File: config.mk
export PLATFORM = sky130hd
export DESIGN_NAME = mux_tree_pipe
export DESIGN_NICKNAME = d
export VERILOG_FILES = /design/src/rtl/mux_tree_pkg.sv /design/src/rtl/mux_tree_stage.sv /design/src/rtl/mux_tree_pipe.sv
export SDC_FILE = /design/constraint.sdc
export NUM_CORES = 1
export LEC_CHECK = 0
export ABC_AREA = 1
export BUFFER_PORTS_ARGS = -buffer_cell sky130_fd_sc_hd__buf_4
export CAP_MARGIN = 20
export CORE_ASPECT_RATIO = 1.4
export CORE_MARGIN = 2
export CORE_UTILIZATION = 30
export DETAILED_ROUTE_END_ITERATION = 10
export PLACE_DENSITY_LB_ADDON = 0.3
export SLEW_MARGIN = 10
export SYNTH_ARGS = -nofsm -noshare
export SYNTH_HDL_FRONTEND = slang
export SYNTH_SLANG_ARGS = --single-unit
File: constraint.sdc
create_clock -name clk -period 1.2 [get_ports clk]
set_input_delay 0 -clock clk [delete_from_list [all_inputs] [get_ports clk]]
set_output_delay 0 -clock clk [all_outputs]
set_load 0.01 [all_outputs]
File: src/rtl/mux_tree_pkg.sv
// Shared sizing helpers for the pipelined mux tree.
// Functions: clog2, n_stg, sel_left, stg_lanes.
package mux_tree_pkg;

  function automatic int clog2(input int n);
    int r;
    r = 0;
    for (int i = 0; i < 31; i++)
      if ((1 << i) < n) r = i + 1;
    return r;
  endfunction

  function automatic int n_stg(input int sel_w, input int lps);
    return (sel_w + lps - 1) / lps;
  endfunction

  // select bits still unresolved after stage s
  function automatic int sel_left(input int sel_w, input int lps,
                                  input int s);
    int r;
    r = sel_w - lps * (s + 1);
    return (r < 0) ? 0 : r;
  endfunction

  // lanes held in the register of stage s (never below 1)
  function automatic int stg_lanes(input int n_in, input int lps,
                                   input int s);
    return 1 << sel_left(clog2(n_in), lps, s);
  endfunction

endpackage

File: src/rtl/mux_tree_stage.sv
// One pipeline stage of the mux tree: radix-2^k mux + registers.
// Ports: src_* upstream beat, ready/valid handshake, data/sel/frc regs.
module mux_tree_stage
  import mux_tree_pkg::*;
#(
  parameter  int N_IN        = 16,
  parameter  int DATA_W      = 1,
  parameter  int LVL_PER_STG = 2,
  parameter  int STG         = 0,
  localparam int SEL_W = clog2(N_IN),
  localparam int RIN   = SEL_W - STG * LVL_PER_STG,
  localparam int ROUT  = sel_left(SEL_W, LVL_PER_STG, STG),
  localparam int RB    = RIN - ROUT,
  localparam int IL    = 1 << RIN,
  localparam int OL    = 1 << ROUT,
  localparam int SO_W  = (ROUT > 0) ? ROUT : 1
) (
  input  logic               clk,
  input  logic               rst_n,
  input  logic               src_valid,
  input  logic [IL*DATA_W-1:0] src_data,
  input  logic [RIN-1:0]     src_sel,
  input  logic               src_frc,
  output logic               ready,
  output logic               valid,
  input  logic               nxt_ready,
  output logic [OL*DATA_W-1:0] data,
  output logic [SO_W-1:0]    sel,
  output logic               frc
);

  localparam int RADIX = 1 << RB;

  logic [OL*DATA_W-1:0] mux;
  logic [SO_W-1:0]      sel_nxt;
  logic                 load;

  always_comb begin
    mux = '0;
    for (int j = 0; j < OL; j++)
      mux[j*DATA_W +: DATA_W] =
        src_data[(j*RADIX + int'(src_sel[RB-1:0]))*DATA_W +: DATA_W];
  end

  if (ROUT > 0) begin : g_up
    assign sel_nxt = src_sel[RIN-1:RB];
  end else begin : g_none
    assign sel_nxt = '0;
  end

  assign ready = ~valid | nxt_ready;
  assign load  = src_valid & ready;

  always_ff @(posedge clk or negedge rst_n) begin
    if (!rst_n) begin
      valid <= 1'b0;
      data  <= '0;
      sel   <= '0;
      frc   <= 1'b0;
    end else begin
      if (ready) valid <= src_valid;
      // registers only move on a transfer
      if (load) begin
        data <= mux;
        sel  <= sel_nxt;
        frc  <= src_frc;
      end
    end
  end

endmodule

File: src/rtl/mux_tree_pipe.sv
// Pipelined N_IN:1 lane mux with force-to-ones and optional invert.
// Ports: in_valid/in_ready, din, sel, frc; out_valid/out_ready, dout.
module mux_tree_pipe
  import mux_tree_pkg::*;
#(
  parameter  int N_IN        = 16,
  parameter  int DATA_W      = 1,
  parameter  int LVL_PER_STG = 2,
  parameter  int INVERT      = 0,
  localparam int SEL_W = clog2(N_IN),
  localparam int N_STG = n_stg(SEL_W, LVL_PER_STG)
) (
  input  logic                   clk,
  input  logic                   rst_n,
  input  logic                   in_valid,
  output logic                   in_ready,
  input  logic [N_IN*DATA_W-1:0] din,
  input  logic [SEL_W-1:0]       sel,
  input  logic                   frc,
  output logic                   out_valid,
  input  logic                   out_ready,
  output logic [DATA_W-1:0]      dout
);

  logic [N_STG:0] vld;
  logic [N_STG:0] rdy;

  assign vld[0]     = in_valid;
  assign in_ready   = rdy[0];
  assign rdy[N_STG] = out_ready;
  assign out_valid  = vld[N_STG];

  for (genvar s = 0; s < N_STG; s++) begin : g_stg
    localparam int RIN  = SEL_W - s * LVL_PER_STG;
    localparam int IL   = 1 << RIN;
    localparam int OL   = stg_lanes(N_IN, LVL_PER_STG, s);
    localparam int LEFT = sel_left(SEL_W, LVL_PER_STG, s);
    localparam int SO_W = (LEFT > 0) ? LEFT : 1;

    logic [IL*DATA_W-1:0] src_data;
    logic [RIN-1:0]       src_sel;
    logic                 src_frc;
    logic [OL*DATA_W-1:0] st_data;
    logic [SO_W-1:0]      st_sel;
    logic                 st_frc;

    if (s == 0) begin : g_head
      assign src_data = din;
      assign src_sel  = sel;
      assign src_frc  = frc;
    end else begin : g_link
      assign src_data = g_stg[s-1].st_data;
      assign src_sel  = g_stg[s-1].st_sel;
      assign src_frc  = g_stg[s-1].st_frc;
    end

    mux_tree_stage #(
      .N_IN        (N_IN),
      .DATA_W      (DATA_W),
      .LVL_PER_STG (LVL_PER_STG),
      .STG         (s)
    ) u_stg (
      .clk       (clk),
      .rst_n     (rst_n),
      .src_valid (vld[s]),
      .src_data  (src_data),
      .src_sel   (src_sel),
      .src_frc   (src_frc),
      .ready     (rdy[s]),
      .valid     (vld[s+1]),
      .nxt_ready (rdy[s+1]),
      .data      (st_data),
      .sel       (st_sel),
      .frc       (st_frc)
    );
  end

  logic [DATA_W-1:0] res;
  logic              res_frc;
  logic              unused_sel;

  assign res        = g_stg[N_STG-1].st_data;
  assign res_frc    = g_stg[N_STG-1].st_frc;
  assign unused_sel = ^g_stg[N_STG-1].st_sel;

  // gated by out_valid so an empty pipe reads 0 even with INVERT
  always_comb begin
    dout = '0;
    if (out_valid) begin
      if (res_frc)          dout = '1;
      else if (INVERT != 0) dout = ~res;
      else                  dout = res;
    end
  end

endmodule

Yosys cells after proc, flatten, opt, wreduce, memory -nomap -nowiden
Cells that the tools add are included.
Widths: inputs -> output; s select.
Word-level totals
  output and inout port bits: 3
  logic and storage cells: 23
  bits of input ports: 25
  bits in registers: 11
Operators by class
  shifts and indexed selects: 5
  bitwise operators: 6
  mux-type cells: 2
  add/sub/neg operators: 3
Operators with widths (count)
  $shiftx 16x32->1: 3
  $shiftx 16x3->1: 1
  $add 4x2->5 const A: 2
  $add 3x2->4 const A: 1
  $shiftx 4x3->1: 1
  $and 1x1->1: 2
  $mux 1: 2
  $not 1->1: 2
  $or 1x1->1: 2

Logic depth before layout (Yosys ltp)
  depth in word-level cells: 4
  mapped depth: 7

Hierarchy
A second synthesis with hierarchy kept.
Unflattened totals
  cells, all modules: 113
  area, all modules: 704.4 µm²
By module, submodules not included
  mux_tree_stage (g_stg[0].u_stg): cells each 81, area an instance 504.2 µm², seq. area each 200.2 µm², times used 1
  mux_tree_stage (g_stg[1].u_stg): cells each 29, area an instance 188.9 µm², seq. area each 75.1 µm², times used 1
  mux_tree_pipe: cells each 3, area an instance 11.3 µm², seq. area each 0.0 µm², times used 1

Worst setup path after synthesis
Ideal clock, no wire load.
  path kind: flip-flop to flip-flop
  from: reg g_stg[1].u_stg.valid
  to: reg g_stg[0].u_stg.data[0]
  slack: 0.249 ns
  clock period less this slack: 0.951 ns
  stages on the path, launching flop included: 6
  arrival time: 0.835 ns
  data required time: 1.084 ns
  cells stage by stage: dfrtp_1 > nand3_4 > nand2_8 > inv_6 > nand2_1 > nand2_1
Between the ends
  longest elaborated chain between the ends: 4
Ends and longest elaborated chain
  start, declared: line mux_tree_stage.sv:25  | output logic valid,
  start signal, assigned: line mux_tree_stage.sv:61  | if (ready) valid <= src_valid;
  $not 1->1: line mux_tree_stage.sv:51  | assign ready = ~valid | nxt_ready;
  $or 1x1->1 (2 in a row): line mux_tree_stage.sv:51
  net in_ready: line mux_tree_pipe.sv:16  | output logic in_ready,
  $and 1x1->1: line mux_tree_stage.sv:52  | assign load = src_valid & ready;
  end signal, assigned: line mux_tree_stage.sv:64  | data <= mux;
  end, declared: line mux_tree_stage.sv:27  | output logic [OL*DATA_W-1:0] data,
The timed path passes the listed nets, and every way through them passes these cells.
A chain may end at the register's enable or synchronous reset.

Final worst setup path
  from: reg g_stg[1].u_stg.frc
  to: out dout
Between the ends
  longest elaborated chain between the ends: 2
Ends and longest elaborated chain
  start, declared: line mux_tree_stage.sv:29  | output logic frc
  start signal, assigned: line mux_tree_stage.sv:66  | frc <= src_frc;
  $mux 1: line mux_tree_pipe.sv:90  | if (res_frc) dout = '1;
  $mux 1: line mux_tree_pipe.sv:89  | if (out_valid) begin
  end, declared: line mux_tree_pipe.sv:22  | output logic [DATA_W-1:0] dout
Every way passes these cells.

==> summary.md <==
| Metric | Value |
|---|---|
| Status | `finished, final reports clean` |
| Clk_skew | `0.00655 ns` |
| Die Y | `61.3 µm` |
| Hold_ws | `0.00688 ns` |
| Critical path data arrival time | `0.98 ns` |
| Core area | `2200 µm²` |
| Pwr per Cell Area | `1090 nW/µm²` |
| Fin crit period | `0.982 ns` |
| Crit path capture type | `primary output` |
| Initial drt markers | `8` |
| Fmax | `1020 MHz` |
| Required @ worst endpoint | `1.20 ns` |
| Slew Limit Fails | `0` |
| Max-cap viol count | `0` |
| Crit-path cells | `o21a_1 > buf_4` |
| Total number of vias | `712` |
| Critical path's slowest cell | `dfrtp_1` |
| Post-CTS setup buffer count | `0` |
| Starting Density | `32.0%` |
| First-pass GRT wire length | `2460 µm` |
| DP HPWL | `1160 µm` |
| Row Count | `20` |
| Die Wd | `45.0 µm` |
| XOR/XNOR Fraction of Synth Area | `0%` |
| Mapped cell area | `704 µm²` |
| Synth Area in Simple Gates | `40.9%` |
| Synth Area per Inst | `6.65 µm²` |
| Reg clk slew, reported paths | `0.07 ns` |
| Post-synthesis mux area share | `0%` |
| GRT overflow | `0` |
| Post-route ant nets | `0` |
| Synth Register Bits | `11` |
| Ys Warns | `0` |
| Final Hold Viols | `0` |
| Startpoint Class | `flop` |
| Via/cell ratio | `4.40` |
| Top post-synthesis cells by area | `dfrtp_1 39%, nand2_1 27%, inv_1 13%, nand3_1 7.1%, nand2_8 2.8%` |
| Main combinational cell family by area after synthesis | `simple AND/OR/NAND/NOR gates` |
| Count of flip-flops with a built-in enable after synthesis | `0` |
| IO Port Bufs | `27` |
| RSZ-0062 raised after global routing | `false` |
| Synth Area in Compound Gates | `3.55%` |
| CTS tree | `yes` |
| Gate Count Post-Synth | `106` |
| Leading area contributor after synthesis | `dfrtp_1` |
| Syn_nets | `131` |
| Top_reg_cell synth | `dfrtp_1` |
| CP Max Fanout | `2` |
| Fraction of layout cells with a size suffix above 1 | `27.1%` |
| Worst vdd ir | `456 µV` |
| Clk_lat worst skew | `0.27 ns` |
| Post-route setup TNS | `0 ns` |
| Clk sinks | `11` |
| Max_slew headroom | `88.9%` |
| Synth async-reset ratio | `100%` |
| Final period utilization | `81.8%` |
| Synth top cells by count | `50 x nand2_1, 25 x inv_1, 11 x dfrtp_1, 10 x nand3_1` |
| Register area share after synthesis | `39.1%` |
| Vias in the first global route | `668` |
| Nets | `166` |
| Per-cell routed wire length | `8.61 µm` |
| Remaining DRCs | `0` |
| Synth Area in Adders | `0%` |
| Synth-to-layout area growth | `41.0%` |
| Most frequent cell after synthesis | `nand2_1` |
| Clock Root Buffer | `clkbuf_4` |
| Largest net degree at the start of global routing | `12` |
| # diodes | `0` |
| I/O pins | `28` |
| DR pass1 iterations | `4` |
| GRT Total Usage | `12.3%` |
| DIE AREA | `2760 µm²` |
| Final GP Congestion | `0.700` |
| Area share of the leading cell type in the synthesized netlist | `39.1%` |
| CTS buffer count | `3` |
| Slowest stage delay, CP | `0.39 ns` |
| Max H-tree Level | `1` |
| Initial antenna violation count | `0` |
| Final setup vio count | `0` |
| Setup Crit Path Kind | `reg2out` |
| Tot Pwr | `1.09 mW` |
| Final wirelength | `1400 µm` |
| Synth unique cells | `12` |
| Max Buffers Root-to-Sink | `2` |
| Least-Margin Pin Slew | `0.167 ns` |
| Tightest Hold Check Type | `in2reg` |
| Pleak | `0.613 nW` |
## area by class of cell
cell class                      count  area (µm²)
Tap cell                           22        27.5
Fill cell                         251        1210
Clock buffer                        4        26.3
Timing Repair Buffer               31         243
Inverter                           27         109
Sequential cell                    11         275
Multi-Input combinational cell     67         313
## logic make-up (layout without fill, tap and decap cells)
family / count (synthesis) / after routing
compound gates: 3 / 3
flops: 11 / 11
buf+inv: 28 / 62
simple gates: 64 / 64
## power breakdown
group | total, mW | internal (mW) | switching [mW]
combinational | 0.339 | 0.171 | 0.167
clock | 0.256 | 0.129 | 0.127
sequential | 0.492 | 0.443 | 0.0497
## per-stage QoR
step / setup WS (ns) / std cells / area [µm²] / utilization, %
2_1_floorplan: 0.249 / 106 / 704 / -
3_3_place_gp: 0.296 / 154 / 927 / 42.1
3_5_place_dp: 0.280 / 154 / 927 / 42.1
4_1_cts: 0.197 / 162 / 993 / 45.1
5_1_grt: 0.176 / 162 / 993 / 45.1
6_report: 0.218 / 162 / 993 / 45.1
## state kept, by name, indices dropped and copies added, names as in the netlist
signal and flops:
g_stg.u_stg.valid 2, g_stg.u_stg.sel 2, g_stg.u_stg.frc 2, g_stg.u_stg.data 5
## worst max-delay path: cells and delay by family (launching register included)
family                 cells  cell delay [ns]
flip-flops                 1             0.39
AO/OA/AOI/OAI              1             0.19
buffers and inverters      1             0.14
## timing repair
item / in CTS / in global routing
resized for setup: 0 / 0
endpoints found under the hold margin: 14 / 0
hold buffers: 4 / 0
## per-layer routing
metal,GRT usage (%),vias to the layer above,part of all wire [%]
li1,-,375,-
met1,11.8,303,37
met2,22.9,29,52
met3,2.05,5,8.0
met4,8.82,0,2.7
met5,0,-,0
## placed cells by master (no fill, tap or decap), types with 2 or more instances in the layout
master	synthesis	routed
buf_4	1	27
clkbuf_4	0	3
dfrtp_1	11	11
dlygate4sd3_1	0	4
inv_1	25	25
nand2_1	50	50
nand2_2	2	2
nand3_1	10	10
o21ai_2	2	2
## final timing paths
path                                        start                      to  slack [ns]  depth (start not counted)
max in group asynchronous                   rst_n    g_stg[0].u_stg.valid        0.96                          2
max reg2reg                  g_stg[1].u_stg.valid  g_stg[0].u_stg.data[1]        0.28                          5
min reg2reg                g_stg[0].u_stg.data[0]  g_stg[0].u_stg.data[0]        0.48                          2
min in group asynchronous                   rst_n     g_stg[1].u_stg.data        0.09                          2
max                            g_stg[1].u_stg.frc                    dout        0.22                          2
min                                      in_valid    g_stg[0].u_stg.valid       0.007                          3
(Power assumes the default switching activity.)
